$ cat src/rtl/fifo_wr_arbiter.sv
// rtl/fifo_wr_arbiter.sv - round-robin burst arbiter driving the FIFO write port
// Grants one requester at a time for up to MAX_BURST beats, throttled by FIFO fullness.
module fifo_wr_arbiter #(
  parameter int NUM_REQ   = 4,
  parameter int DATA_W    = 8,
  parameter int MAX_BURST = 4,
  parameter int ERR_CNT_W = 8
) (
  input  logic                        wr_clk,
  input  logic                        clear,
  input  logic [NUM_REQ-1:0]          req,
  input  logic [NUM_REQ*DATA_W-1:0]   req_data,
  output logic [NUM_REQ-1:0]          gnt,
  output logic [NUM_REQ-1:0]          accept,
  output logic                        fifo_wr_en,
  output logic [DATA_W-1:0]           fifo_din,
  input  logic                        fifo_full,
  input  logic                        fifo_almost_full,
  input  logic                        fifo_wr_err,
  output logic [ERR_CNT_W-1:0]        wr_err_cnt,
  output logic                        busy
);

  localparam int IDX_W = (NUM_REQ > 1) ? $clog2(NUM_REQ) : 1;
  localparam int CNT_W = $clog2(MAX_BURST + 1);
  localparam logic [IDX_W:0]   NUM_REQ_W = (IDX_W + 1)'(NUM_REQ);
  localparam logic [CNT_W-1:0] LAST_BEAT = CNT_W'(MAX_BURST - 1);

  typedef enum logic {IDLE = 1'b0, BURST = 1'b1} state_t;

  state_t                state_q, state_d;
  logic [NUM_REQ-1:0]    gnt_q, gnt_d;
  logic [IDX_W-1:0]      owner_q, owner_d;
  logic [IDX_W-1:0]      last_owner_q, last_owner_d;
  logic [CNT_W-1:0]      beat_cnt_q, beat_cnt_d;
  logic                  wr_en_q, wr_en_d;
  logic [DATA_W-1:0]     din_q, din_d;
  logic [ERR_CNT_W-1:0]  err_cnt_q, err_cnt_d;

  logic                  stall;
  logic                  beat;
  logic                  found;
  logic [IDX_W:0]        cand;
  logic [DATA_W-1:0]     owner_data;

  always_comb begin
    // Almost-full only stalls when a write is already on its way into the last slot.
    stall  = fifo_full | (fifo_almost_full & wr_en_q);
    accept = gnt_q & req & {NUM_REQ{~stall}};
    beat   = |accept;

    owner_data = '0;
    for (int i = 0; i < NUM_REQ; i++) begin
      if (owner_q == IDX_W'(i)) owner_data = req_data[i*DATA_W +: DATA_W];
    end

    state_d      = state_q;
    gnt_d        = gnt_q;
    owner_d      = owner_q;
    last_owner_d = last_owner_q;
    beat_cnt_d   = beat_cnt_q;
    wr_en_d      = 1'b0;
    din_d        = din_q;
    found        = 1'b0;
    cand         = '0;
    err_cnt_d    = (fifo_wr_err && (err_cnt_q != '1)) ? err_cnt_q + 1'b1 : err_cnt_q;

    case (state_q)
      IDLE: begin
        for (int k = 1; k <= NUM_REQ; k++) begin
          cand = {1'b0, last_owner_q} + (IDX_W + 1)'(k);
          if (cand >= NUM_REQ_W) cand = cand - NUM_REQ_W;
          if (!found && req[cand[IDX_W-1:0]]) begin
            found   = 1'b1;
            owner_d = cand[IDX_W-1:0];
          end
        end
        if (found) begin
          gnt_d      = NUM_REQ'(1) << owner_d;
          beat_cnt_d = '0;
          state_d    = BURST;
        end
      end
      BURST: begin
        if (beat) begin
          wr_en_d    = 1'b1;
          din_d      = owner_data;
          beat_cnt_d = beat_cnt_q + 1'b1;
        end
        if ((beat && beat_cnt_q == LAST_BEAT) || !req[owner_q]) begin
          gnt_d        = '0;
          last_owner_d = owner_q;
          state_d      = IDLE;
        end
      end
      default: state_d = IDLE;
    endcase
  end

  always_ff @(posedge wr_clk or posedge clear) begin
    if (clear) begin
      state_q      <= IDLE;
      gnt_q        <= '0;
      owner_q      <= '0;
      last_owner_q <= IDX_W'(NUM_REQ - 1);
      beat_cnt_q   <= '0;
      wr_en_q      <= 1'b0;
      din_q        <= '0;
      err_cnt_q    <= '0;
    end else begin
      state_q      <= state_d;
      gnt_q        <= gnt_d;
      owner_q      <= owner_d;
      last_owner_q <= last_owner_d;
      beat_cnt_q   <= beat_cnt_d;
      wr_en_q      <= wr_en_d;
      din_q        <= din_d;
      err_cnt_q    <= err_cnt_d;
    end
  end

  assign gnt        = gnt_q;
  assign fifo_wr_en = wr_en_q;
  assign fifo_din   = din_q;
  assign wr_err_cnt = err_cnt_q;
  assign busy       = (state_q == BURST);

endmodule

$ cat config.mk
export PLATFORM = sky130hd
export DESIGN_NAME = fifo_wr_arbiter
export DESIGN_NICKNAME = d
export VERILOG_FILES = /design/src/rtl/fifo_wr_arbiter.sv
export SDC_FILE = /design/constraint.sdc
export NUM_CORES = 1
export LEC_CHECK = 0
export CAP_MARGIN = 20
export CORE_UTILIZATION = 50
export CTS_BUF_LIST = sky130_fd_sc_hd__clkbuf_8
export CTS_CLUSTER_SIZE = 16
export DETAILED_ROUTE_END_ITERATION = 8
export PLACE_DENSITY_LB_ADDON = 0.05
export SLEW_MARGIN = 20
export SYNTH_ARGS = -nofsm -noshare
export SYNTH_HDL_FRONTEND = slang
export SYNTH_SLANG_ARGS = --single-unit
$ cat constraint.sdc
create_clock -name wr_clk -period 5.15 [get_ports wr_clk]
set_input_delay 1.03 -clock wr_clk [delete_from_list [all_inputs] [get_ports wr_clk]]
set_output_delay 1.03 -clock wr_clk [all_outputs]
set_load 0.01 [all_outputs]
# ---- Word level (Yosys, flattened, before mapping)
# Cells that the tools add are included.
dict set report word_totals {
  in_bits 41
  mem_bits_rw 0
  memories 0
  elab_cells 104
  mem_bits_ro 0
  ff_bits 29
  latch_bits 0
}
dict set report classes {
  n_mul 0
  n_eq_ne 8
  n_lt_le_gt_ge 9
  bitwise 6
  div 0
  addsub 10
  n_mux 46
  n_reduce_logical 16
  shifts 1
}
# operator n
set op_table {}
lappend op_table {{$mux W8} 4}
lappend op_table {{$mux W2} 13}
lappend op_table {{$mux W1} 17}
lappend op_table {{$lt A2 B3 Y1 const B} 5}
lappend op_table {{$ge A3 B3 Y1 const B} 4}
lappend op_table {{$bmux W1 S2} 5}
lappend op_table {{$add A8 B1 Y8 const B} 1}
lappend op_table {{$and A4 B4 Y4} 2}
lappend op_table {{$mux W4} 2}
lappend op_table {{$ne A8 B8 Y1 const B} 1}
lappend op_table {{$pmux W4 S2} 1}
lappend op_table {{$reduce_and A2 Y1} 4}
lappend op_table {{$sub A2 B1 Y2 const B} 4}
lappend op_table {{$add A2 B2 Y3 const B} 2}
lappend op_table {{$mux W3} 2}
lappend op_table {{$pmux W3 S2} 1}
lappend op_table {{$logic_and A1 B1 Y1} 5}
lappend op_table {{$eq A2 B2 Y1 const B} 2}
lappend op_table {{$logic_not A1 Y1} 4}
lappend op_table {{$ne A2 B1 Y1 const B} 2}
lappend op_table {{$reduce_or A4 Y1} 1}
lappend op_table {{$shl A1 B2 Y4 const A} 1}
lappend op_table {{$add A2 B1 Y3 const B} 1}
lappend op_table {{$add A2 B3 Y3 const B} 1}
lappend op_table {{other kinds (10)} 11}

# ---- Longest topological paths before layout
# Gate-level depths: netlist of the first run.
dict set report depth {
  depth_word 23
  mapped_depth 7
}

# ---- Worst setup path after synthesis of the first run
# No wires, ideal clock.
dict set report synth_path {
  path_type {in2reg}
  startpoint {in req[2]}
  endpoint {reg gnt_q[0] (netlist: gnt[0])}
  required_time_ps 5030
  t_arrival_ps 2341
  path_stages 6
  slack_ps 2689
  path_cell_list {buf_4 nand3b_1 a2111oi_4 or4_4 o211a_1 a31o_1}
}
dict set report synth_via {
  elab_chain_len 19
  word_cells_on_any_way 41
}
# element line_no
set synth_lines {}
lappend synth_lines {{start, declared} 11} ;# input logic [NUM_REQ-1:0] req,
lappend synth_lines {{$bmux W1 S2} 73} ;# if (!found && req[cand[IDX_W-1:0]]) begin
lappend synth_lines {{$mux W1 (implied by the code)} 73}
lappend synth_lines {{$mux W1} 73}
lappend synth_lines {{$mux W1} 68} ;# case (state_q)
lappend synth_lines {{$logic_not A1 Y1} 73}
lappend synth_lines {{$logic_and A1 B1 Y1} 73}
lappend synth_lines {{$mux W1} 73}
lappend synth_lines {{$mux W1} 68}
lappend synth_lines {{(+3 left out)} -}
lappend synth_lines {{$mux W1} 68}
lappend synth_lines {{$logic_not A1 Y1} 73}
lappend synth_lines {{$logic_and A1 B1 Y1} 73}
lappend synth_lines {{$mux W2} 73}
lappend synth_lines {{$mux W2} 68}
lappend synth_lines {{$shl A1 B2 Y4} 79} ;# gnt_d = NUM_REQ'(1) << owner_d;
lappend synth_lines {{$mux W4} 78} ;# if (found) begin
lappend synth_lines {{$pmux W4 S2} 68}
lappend synth_lines {{end signal, assigned} 112} ;# gnt_q <= gnt_d;
lappend synth_lines {{end, declared} 32} ;# logic [NUM_REQ-1:0] gnt_q, gnt_d;
# Parallel ways exist; a longest one is shown, timed or not. The select of a mux whose other input is x is not followed.
# A chain may end at the register's enable or synchronous reset.

# ---- Worst setup path in the final report of the first run
dict set report layout_path {
  startpoint {in req[0]}
  endpoint {out accept[0]}
}
dict set report layout_via {
  elab_chain_len 2
}
# element line_no
set layout_lines {}
lappend layout_lines {{$and A4 B4 Y4 (2 in a row)} 49} ;# accept = gnt_q & req & {NUM_REQ{~stall}};
lappend layout_lines {{end, declared} 14} ;# output logic [NUM_REQ-1:0] accept,
# No other way between the ends.

==> impl_metrics.toml, run 1 <==
[drt]
drtAntennaViolNets = 0
drc_errors = 0
vias_per_cell = 5.70
routed_wl_mm = 4.33
drtPass1Iterations = 4
drtIter0Drc = 171
via_count = 1573
wire_per_inst_um = 15.7

[worst_setup_path]
path_max_fanout = 11
cp_cell_sequence = "clkdlybuf4s50_1 -> nand2_1 -> nor2_1 -> clkdlybuf4s50_1"
cp_slowest_stage_delay_ps = 740
start_kind = "input pin"
worst_ep_required_time_ps = 4120
cp_common_cell = "clkdlybuf4s50_1"
cp_slowest_cell = "clkdlybuf4s50_1"
path_class = "in -> out"
cp_data_arrival_time_ps = 2610
end_kind = "output port"

[timing]
holdWs_ps = 498
timing.final.hold_violations = 0
fmax_mhz = 275
final.min_clock_period_ps = 3640
clock_skew_ps = 9.06
fin_crit_sh_pct = 70.7
setup_violations = 0
maxSlewViolCount = 0
rsz0062_at_grt = "false"
setup_tns_ps = 0
tightest_slew_ps = 783
slew_headroom_pct = 47.5

[logic_synthesis]
yosys_warnings = 0
syn-cell-area_mm2 = 0.00182
synth-simple-area-share_pct = 15.7
yosys.area.top_type_share_pct = 37.0
synth_mux_area_share_pct = 18.3
synth_seq_cells = 29
synth_compound_area_share_pct = 14.1
synth_top_area_cell = "dfrtp_1"
synth_flop_cell = "dfrtp_1"
synth_commonest_cells = "dfrtp_1 (27), nand2_1 (18), nor2_1 (12)"
synth_area_per_cell_um2 = 11.0
yosys.area_share.adder_pct = 2.06
synth_most_common_cell = "dfrtp_1"
synth-xor-area-share_pct = 3.36
synth_nets = 210
synthArstFlopShare_pct = 100
postSynthCellCount = 166
synth_top_family_by_area = "multiplexers"
synth_edf_count = 0
seq_area_frac_synth_pct = 39.9
synth_cell_types = 48
synthTopCellsByArea = "dfrtp_1 (37%), mux4_2 (9.9%), mux2_2 (5.6%)"

[placement]
io_buffer_count = 66
dpl.hpwl_mm = 3.26
gp_congestion = 0.822

[cts]
cts_buffers = 5
ctsHtreeMaxLevel = 2
ctsHoldBuffers = 0
tritoncts = "done"
cts-resized-gates = 0
post_cts_buffers = 0
clk_pin_slew_ps = 70
ctsRootBufferMaster = "clkbuf_8"
cts_max_path_buffers = 2
cts.sinks = 29
clk_latency_ps = 280

[finish]
nets = 273
fillCellCount = 250
drive_above_1_share_pct = 16.5
areaGrowthSynthToFinish_pct = 42.0
diodes = 0

[pwr]
switchingPower_mw = 0.466
combPwrFrac_pct = 45.2
switching_share_pct = 35.8
p_clk_share_pct = 19.0
power_frac_seq_pct = 35.7
p_per_area_mw_per_mm2 = 503
p_leak_nw = 1.06
ir_drop_mv = 0.305
internal_power_mw = 0.836

[global_routing]
grt_pass1_vias = 1497
antenna_found_initial = 0
grt_max_degree = 30
track_usage_pct = 23.9
grt-ovfl-total = 0
grt_pass1_wl_mm = 7.12

[die]
die_area_mm2 = 0.00389
start_util_pct = 53.4
core-area_mm2 = 0.00342
die_w_um = 62.4
rows = 21
boundaryPins = 67
die_y_um = 62.4

[flow_run]
cap_viol_max_count = 0

[outcome]
status = "finished, final reports clean"

[min_path]
hold_path.class = "reg -> reg"
[stage by stage]
step                      area, um2  cells  util, %  setup WS, ps  total power [mW]
after global placement         2460    268     72.2          1590              1.03
after CTS                      2580    276     75.7          1510              1.31
after floorplan                1820    166        -          2690             0.819
after detailed placement       2460    268     72.2          1510              1.06
after global routing           2590    276     75.8          1410              1.39
final                          2590    276     75.8          1510              1.30
[layout by cell type, fill, tap and decap left out, types with 4 or more instances in the layout]
| cell type | count |
|---|---|
| nor2_1 | 12 |
| clkbuf_8 | 6 |
| nand3_1 | 8 |
| nand2_1 | 18 |
| clkdlybuf4s50_1 | 66 |
| mux2_2 | 9 |
| xor2_1 | 5 |
| o21ai_0 | 8 |
| nor3_1 | 4 |
| mux4_2 | 8 |
| dfrtp_1 | 27 |
| inv_1 | 10 |
[power groups by stage]
stage	Combinational [mW]	Clock [mW]	Sequential (mW)
2_1_floorplan	0.380	0	0.439
5_1_grt	0.635	0.265	0.486
4_1_cts	0.590	0.253	0.466
3_3_place_gp	0.574	0	0.458
6_report	0.589	0.248	0.465
3_5_place_dp	0.589	0	0.469
[state kept, by name (all words and copies together), names as in the netlist]
register	cells
owner_q	2
gnt	4
busy	1
beat_cnt_q	3
fifo_din	8
wr_err_cnt	8
fifo_wr_en	1
last_owner_q	2
[final cells by class]
cell class | instances | area, um2 | share of cell area (%)
sequential | 29 | 728 | 28.1
clock buffer | 6 | 82.6 | 3.19
timing repair buffer | 66 | 661 | 25.5
clock inverter | 2 | 37.5 | 1.45
inverter | 11 | 41.3 | 1.59
multi-input combinational | 116 | 982 | 37.9
tap | 46 | 57.6 | 2.22
[path summary, 6_finish.rpt]
| check | from | end | slack (ps) | cells after the start |
|---|---|---|---|---|
| worst max-delay path | req[0] | accept[0] | 1510 | 4 |
| worst min-delay path | wr_err_cnt[5]$_DFFE_PP0P_ | wr_err_cnt[5]$_DFFE_PP0P_ | 500 | 1 |
| worst max register to register | owner_q[1]$_DFFE_PP0N_ | gnt[1]$_DFFE_PP0P_ | 3060 | 5 |
| worst min register to register | wr_err_cnt[5]$_DFFE_PP0P_ | wr_err_cnt[5]$_DFFE_PP0P_ | 500 | 1 |
| max in group asynchronous | clear | fifo_din[7]$_DFFE_PP0P_ | 3620 | 2 |
| min in group asynchronous | clear | beat_cnt_q[1]$_DFFE_PP0P_ | 1130 | 2 |
[cell families after synthesis]
family	Yosys count
compound gates	31
xor+xnor	7
fa+ha+maj	3
buf+inv	21
flops	29
mux	19
simple gates	56
[layer usage]
metal	up-vias	share of wire, %	track usage [%]
met5	-	0	0
met4	0	0.92	7.85
met3	4	5.7	6.57
met2	60	54	41.3
met1	772	39	28.6
li1	737	-	-
[worst max-delay path: cells and delay by family]
kind / cells / cell delay [ps]
buf+inv: 2 / 1290
simple gates: 2 / 290
Note: power is estimated with default switching activity, not from simulation.
==> inputs of run 2 (changes only) <==
Settings changed: CORE_UTILIZATION 50 to 46.
Clock period 5.15 ns to 3.8 ns, I/O delays scaled along.
==> run 2 against run 1 <==
Compared with the run above: critical path depth is the same; total power grew 30%; via count shrank 0.32%; worst setup slack lost 780 ps; clock power is essentially flat; cell count grew 0.72%; non-clock buffer count grew 1; design area shrank 1.1%; combinational power grew 38%; die area grew 8.4%; largest cell class unchanged; routed wire length shrank 2.2%.
==> impl_metrics.toml, run 2 (synthesis results as in run 1) <==
[worst_setup_path]
end_kind = "output port"
cp_common_cell = "clkdlybuf4s50_1"
cp_slowest_stage_delay_ps = 720
cp_cell_sequence = "clkdlybuf4s50_1 -> nand2_1 -> nor2_1 -> clkdlybuf4s50_1"
worst-r2r-setup-slack_ps = 1700
path_class = "in -> out"
critPathBufInv = 2
path_max_fanout = 13
start_kind = "input pin"
critical_path.top_delay_family = "buffers and inverters"
worst_ep_required_time_ps = 3040
cp_data_arrival_time_ps = 2320
cp_slowest_cell = "clkdlybuf4s50_1"

[global_routing]
grt-busiest-layer = "met2"
met1_usage_pct = 28.3
track_usage_pct = 22.5
grt-ovfl-total = 0
antenna_found_initial = 0
grt_max_degree = 30
use_met2_pct = 37.6
use_met3_pct = 4.58
grt_pass1_vias = 1615
grt_pass1_wl_mm = 7.22

[die]
die_area_mm2 = 0.00422
rows = 22
die_y_um = 65.0
core-area_mm2 = 0.00374
start_util_pct = 48.7
die_w_um = 65.0
boundaryPins = 67

[timing]
timing.final.hold_violations = 0
tightest_slew_ps = 703
timing.final.ws_setup_ps = 724
fmax_mhz = 325
rsz0062_at_grt = "false"
fin_crit_sh_pct = 80.9
final.min_clock_period_ps = 3080
maxSlewViolCount = 0
slew_headroom_pct = 53.2
setup_tns_ps = 0
clock_skew_ps = 7.06
setup_violations = 0

[pwr]
p_per_area_mw_per_mm2 = 661
power_frac_seq_pct = 37.3
internal_power_mw = 1.07
p_leak_nw = 1.05
switching_share_pct = 37.1
combPwrFrac_pct = 47.8
switchingPower_mw = 0.627
p_clk_share_pct = 14.8
ir_drop_mv = 0.358
p_total_mw = 1.69

[drt]
drc_errors = 0
drtIter0Drc = 249
vias_per_cell = 5.64
via_count = 1568
drtPass1Iterations = 4
wire_per_inst_um = 15.2
routed_wl_mm = 4.24
drtAntennaViolNets = 0

[cts]
tritoncts = "done"
post_cts_buffers = 0
ctsRootBufferMaster = "clkbuf_8"
ctsHtreeMaxLevel = 2
ctsHoldBuffers = 0
clk_latency_ps = 280
cts-resized-gates = 0
clk_pin_slew_ps = 60
cts_max_path_buffers = 2
cts.sinks = 29
cts_buffers = 5

[flow_run]
cap_viol_max_count = 0

[placement]
gp_congestion = 0.823
placed_cell_area_mm2 = 0.00247
place_ws_ps = 724
io_buffer_count = 66
dpl.hpwl_mm = 3.20

[outcome]
status = "finished, final reports clean"

[finish]
diodes = 0
drive_above_1_share_pct = 15.7
layout_commonest_cell = "clkdlybuf4s50_1"
fin_area_mm2 = 0.00256
final_util_pct = 68.4
areaGrowthSynthToFinish_pct = 40.4
nets = 274
layout_common_cells = "clkdlybuf4s50_1 (66), dfrtp_1 (27), nand2_1 (18)"

[min_path]
hold_path.class = "reg -> reg"
-- run 2: cell count changes in the layout (fill, tap and decap cells not counted), sizes merged --
cell	before	now
inv	11	12
buf	0	1
bufinv	1	0
clkinvlp	1	0
-- run 2: final cells by class --
cell class / count / area, um2
inverters: 11 / 41.3
repair buffers: 67 / 668
clock inverters: 1 / 3.75
flip-flops and latches: 29 / 728
fillers: 310 / 1180
well taps: 48 / 60.1
clock buffers: 6 / 82.6
multi-input cells: 116 / 977
-- run 2: path summary, 6_finish.rpt --
kind / startpoint / end / depth (start not counted)
setup reg to reg: last_owner_q[0]$_DFFE_PP1P_ / gnt[0]$_DFFE_PP0P_ / 5
min in group asynchronous: clear / wr_err_cnt[4]$_DFFE_PP0P_ / 2
max in group asynchronous: clear / fifo_din[6]$_DFFE_PP0P_ / 2
hold reg to reg: wr_err_cnt[7]$_DFFE_PP0P_ / wr_err_cnt[7]$_DFFE_PP0P_ / 1
setup / recovery: req[3] / accept[3] / 4
hold / removal: wr_err_cnt[7]$_DFFE_PP0P_ / wr_err_cnt[7]$_DFFE_PP0P_ / 1
-- run 2: through the flow --
| step | hold WS [ps] | instances |
|---|---|---|
| after detailed placement | 486 | 271 |
| after global routing | 524 | 278 |
| final | 500 | 278 |
| after CTS | 501 | 278 |
| after floorplan | 467 | 166 |
| after global placement | 481 | 271 |
-- run 2: power groups by stage --
stage          sequential (mW)  combinational, mW  clock, mW
2_1_floorplan            0.595              0.515          0
6_report                 0.632              0.810      0.251
3_3_place_gp             0.621              0.785          0
5_1_grt                  0.660              0.879      0.269
3_5_place_dp             0.634              0.811          0
4_1_cts                  0.632              0.815      0.256
-- run 2: routing by layer --
metal,wire length [um],vias to the layer above
met5,0,-
met4,67,0
met3,293,10
met2,2150,77
met1,1730,746
li1,-,735
==> inputs of run 3 (changes only) <==
Clock period 3.8 ns to 3.2 ns, I/O delays scaled along.
==> run 3 against run 2 <==
Compared with the run above: non-clock buffer count up 2; clock power up 31%; design area up 1.2%; utilization up 0.80 points; routed wire length unchanged; sequential power up 18%; first-iteration DRC count down 6.8%; critical path depth unchanged; register-to-register slack worse by 590 ps; critical path type unchanged.
==> impl_metrics.toml, run 3 (synthesis results as in run 1) <==
[outcome]
status = "finished, final reports clean"

[global_routing]
grt_max_degree = 30
grt-ovfl-total = 0
antenna_found_initial = 0
grt_pass1_wl_mm = 6.98
grt_pass1_vias = 1501
track_usage_pct = 21.6

[cts]
cts.sinks = 29
cts-resized-gates = 0
ctsHoldBuffers = 0
clk_latency_ps = 280
post_cts_buffers = 0
ctsHtreeMaxLevel = 2
clk_pin_slew_ps = 60
tritoncts = "done"
cts_buffers = 5
cts_max_path_buffers = 2
ctsRootBufferMaster = "clkbuf_8"

[worst_setup_path]
rr_worst_depth = 5
cp_data_arrival_time_ps = 2220
path_class = "in -> out"
startpoint = "req[3]"
r2r_start = "last_owner_q[0]$_DFFE_PP1P_"
path_max_fanout = 13
start_kind = "input pin"
worst_ep_required_time_ps = 2560
end_kind = "output port"

[pwr]
switching_share_pct = 36.4
ir_drop_mv = 0.458
p_leak_nw = 1.07
internal_power_mw = 1.30
p_total_mw = 2.04
combPwrFrac_pct = 47.4
power_frac_seq_pct = 36.5
switchingPower_mw = 0.743
p_per_area_mw_per_mm2 = 787
p_clk_share_pct = 16.1

[finish]
fillCellCount = 297
multi_input_comb_area_um2 = 977
areaGrowthSynthToFinish_pct = 42.0
final_util_pct = 69.2
layout_common_cells = "clkdlybuf4s50_1 (66), dfrtp_1 (27), nand2_1 (18)"
layout_commonest_cell = "clkdlybuf4s50_1"
drive_above_1_share_pct = 16.7
instances_no_fill = 281
nets = 276
fin_area_mm2 = 0.00259
seq_area_um2 = 728
diodes = 0

[drt]
routed_wl_mm = 4.24
drtPass1Iterations = 4
dr_wl_met2_mm = 2.22
drtIter0Drc = 232
via_count = 1562
wire_per_inst_um = 15.1
drc_errors = 0
met1Wirelength_mm = 1.69
dr.max_layer_used = "met4"
vias_per_cell = 5.56
drtAntennaViolNets = 0
wl_met3_um = 304

[die]
die_w_um = 65.0
rows = 22
core-area_mm2 = 0.00374
die_y_um = 65.0
boundaryPins = 67
die_area_mm2 = 0.00422
start_util_pct = 48.7

[timing]
setup_tns_ps = 0
timing.final.hold_violations = 0
slew_headroom_pct = 54.2
fmax_mhz = 349
holdWs_ps = 507
tightest_slew_ps = 688
maxSlewViolCount = 0
fin_crit_sh_pct = 89.5
clock_skew_ps = 11.8
final.min_clock_period_ps = 2860
rsz0062_at_grt = "false"
timing.final.ws_setup_ps = 336
setup_violations = 0

[placement]
io_buffer_count = 66
gp_congestion = 0.756
dpl.hpwl_mm = 3.28
placed_cell_area_mm2 = 0.00249
place_ws_ps = 363
dp.cells = 273

[min_path]
hold_depth = 1
worstHoldStart = "wr_err_cnt[7]$_DFFE_PP0P_"
hold_path.class = "reg -> reg"

[flow_run]
cap_viol_max_count = 0
## run 3: final timing paths
check	slack, ps	endpoint
max	340	accept[3]
min	510	wr_err_cnt[7]$_DFFE_PP0P_
max reg2reg	1110	gnt[0]$_DFFE_PP0P_
min reg2reg	510	wr_err_cnt[7]$_DFFE_PP0P_
max in group asynchronous	2130	last_owner_q[1]$_DFFE_PP1P_
min in group asynchronous	750	busy$_DFF_PP0_
## run 3: critical path, cell delays in order
cell and delay, ps:
clkdlybuf4s50_1 740, nand2_1 160, nor2_1 140, clkdlybuf4s50_1 550
## run 3: layout make-up
type	count	share of cell area, %
Inverter	11	1.59
Tap cell	48	2.32
Multi-Input combinational cell	116	37.7
Sequential cell	29	28.1
Timing Repair Buffer	69	26.4
Clock buffer	7	3.72
Clock inverter	1	0.193
## run 3: power by group through the flow
stage                     combinational, mW  sequential (mW)  clock, mW
final                                 0.967            0.745      0.328
after global routing                   1.04            0.776      0.354
after CTS                             0.976            0.748      0.338
after detailed placement              0.972            0.752          0
after global placement                0.937            0.738          0
after floorplan                       0.611            0.706          0
## run 3: layer usage
layer	track usage, %	vias to the layer above
li1	-	747
met1	25.9	747
met2	38.2	65
met3	6.34	3
met4	4.44	0
met5	0	-
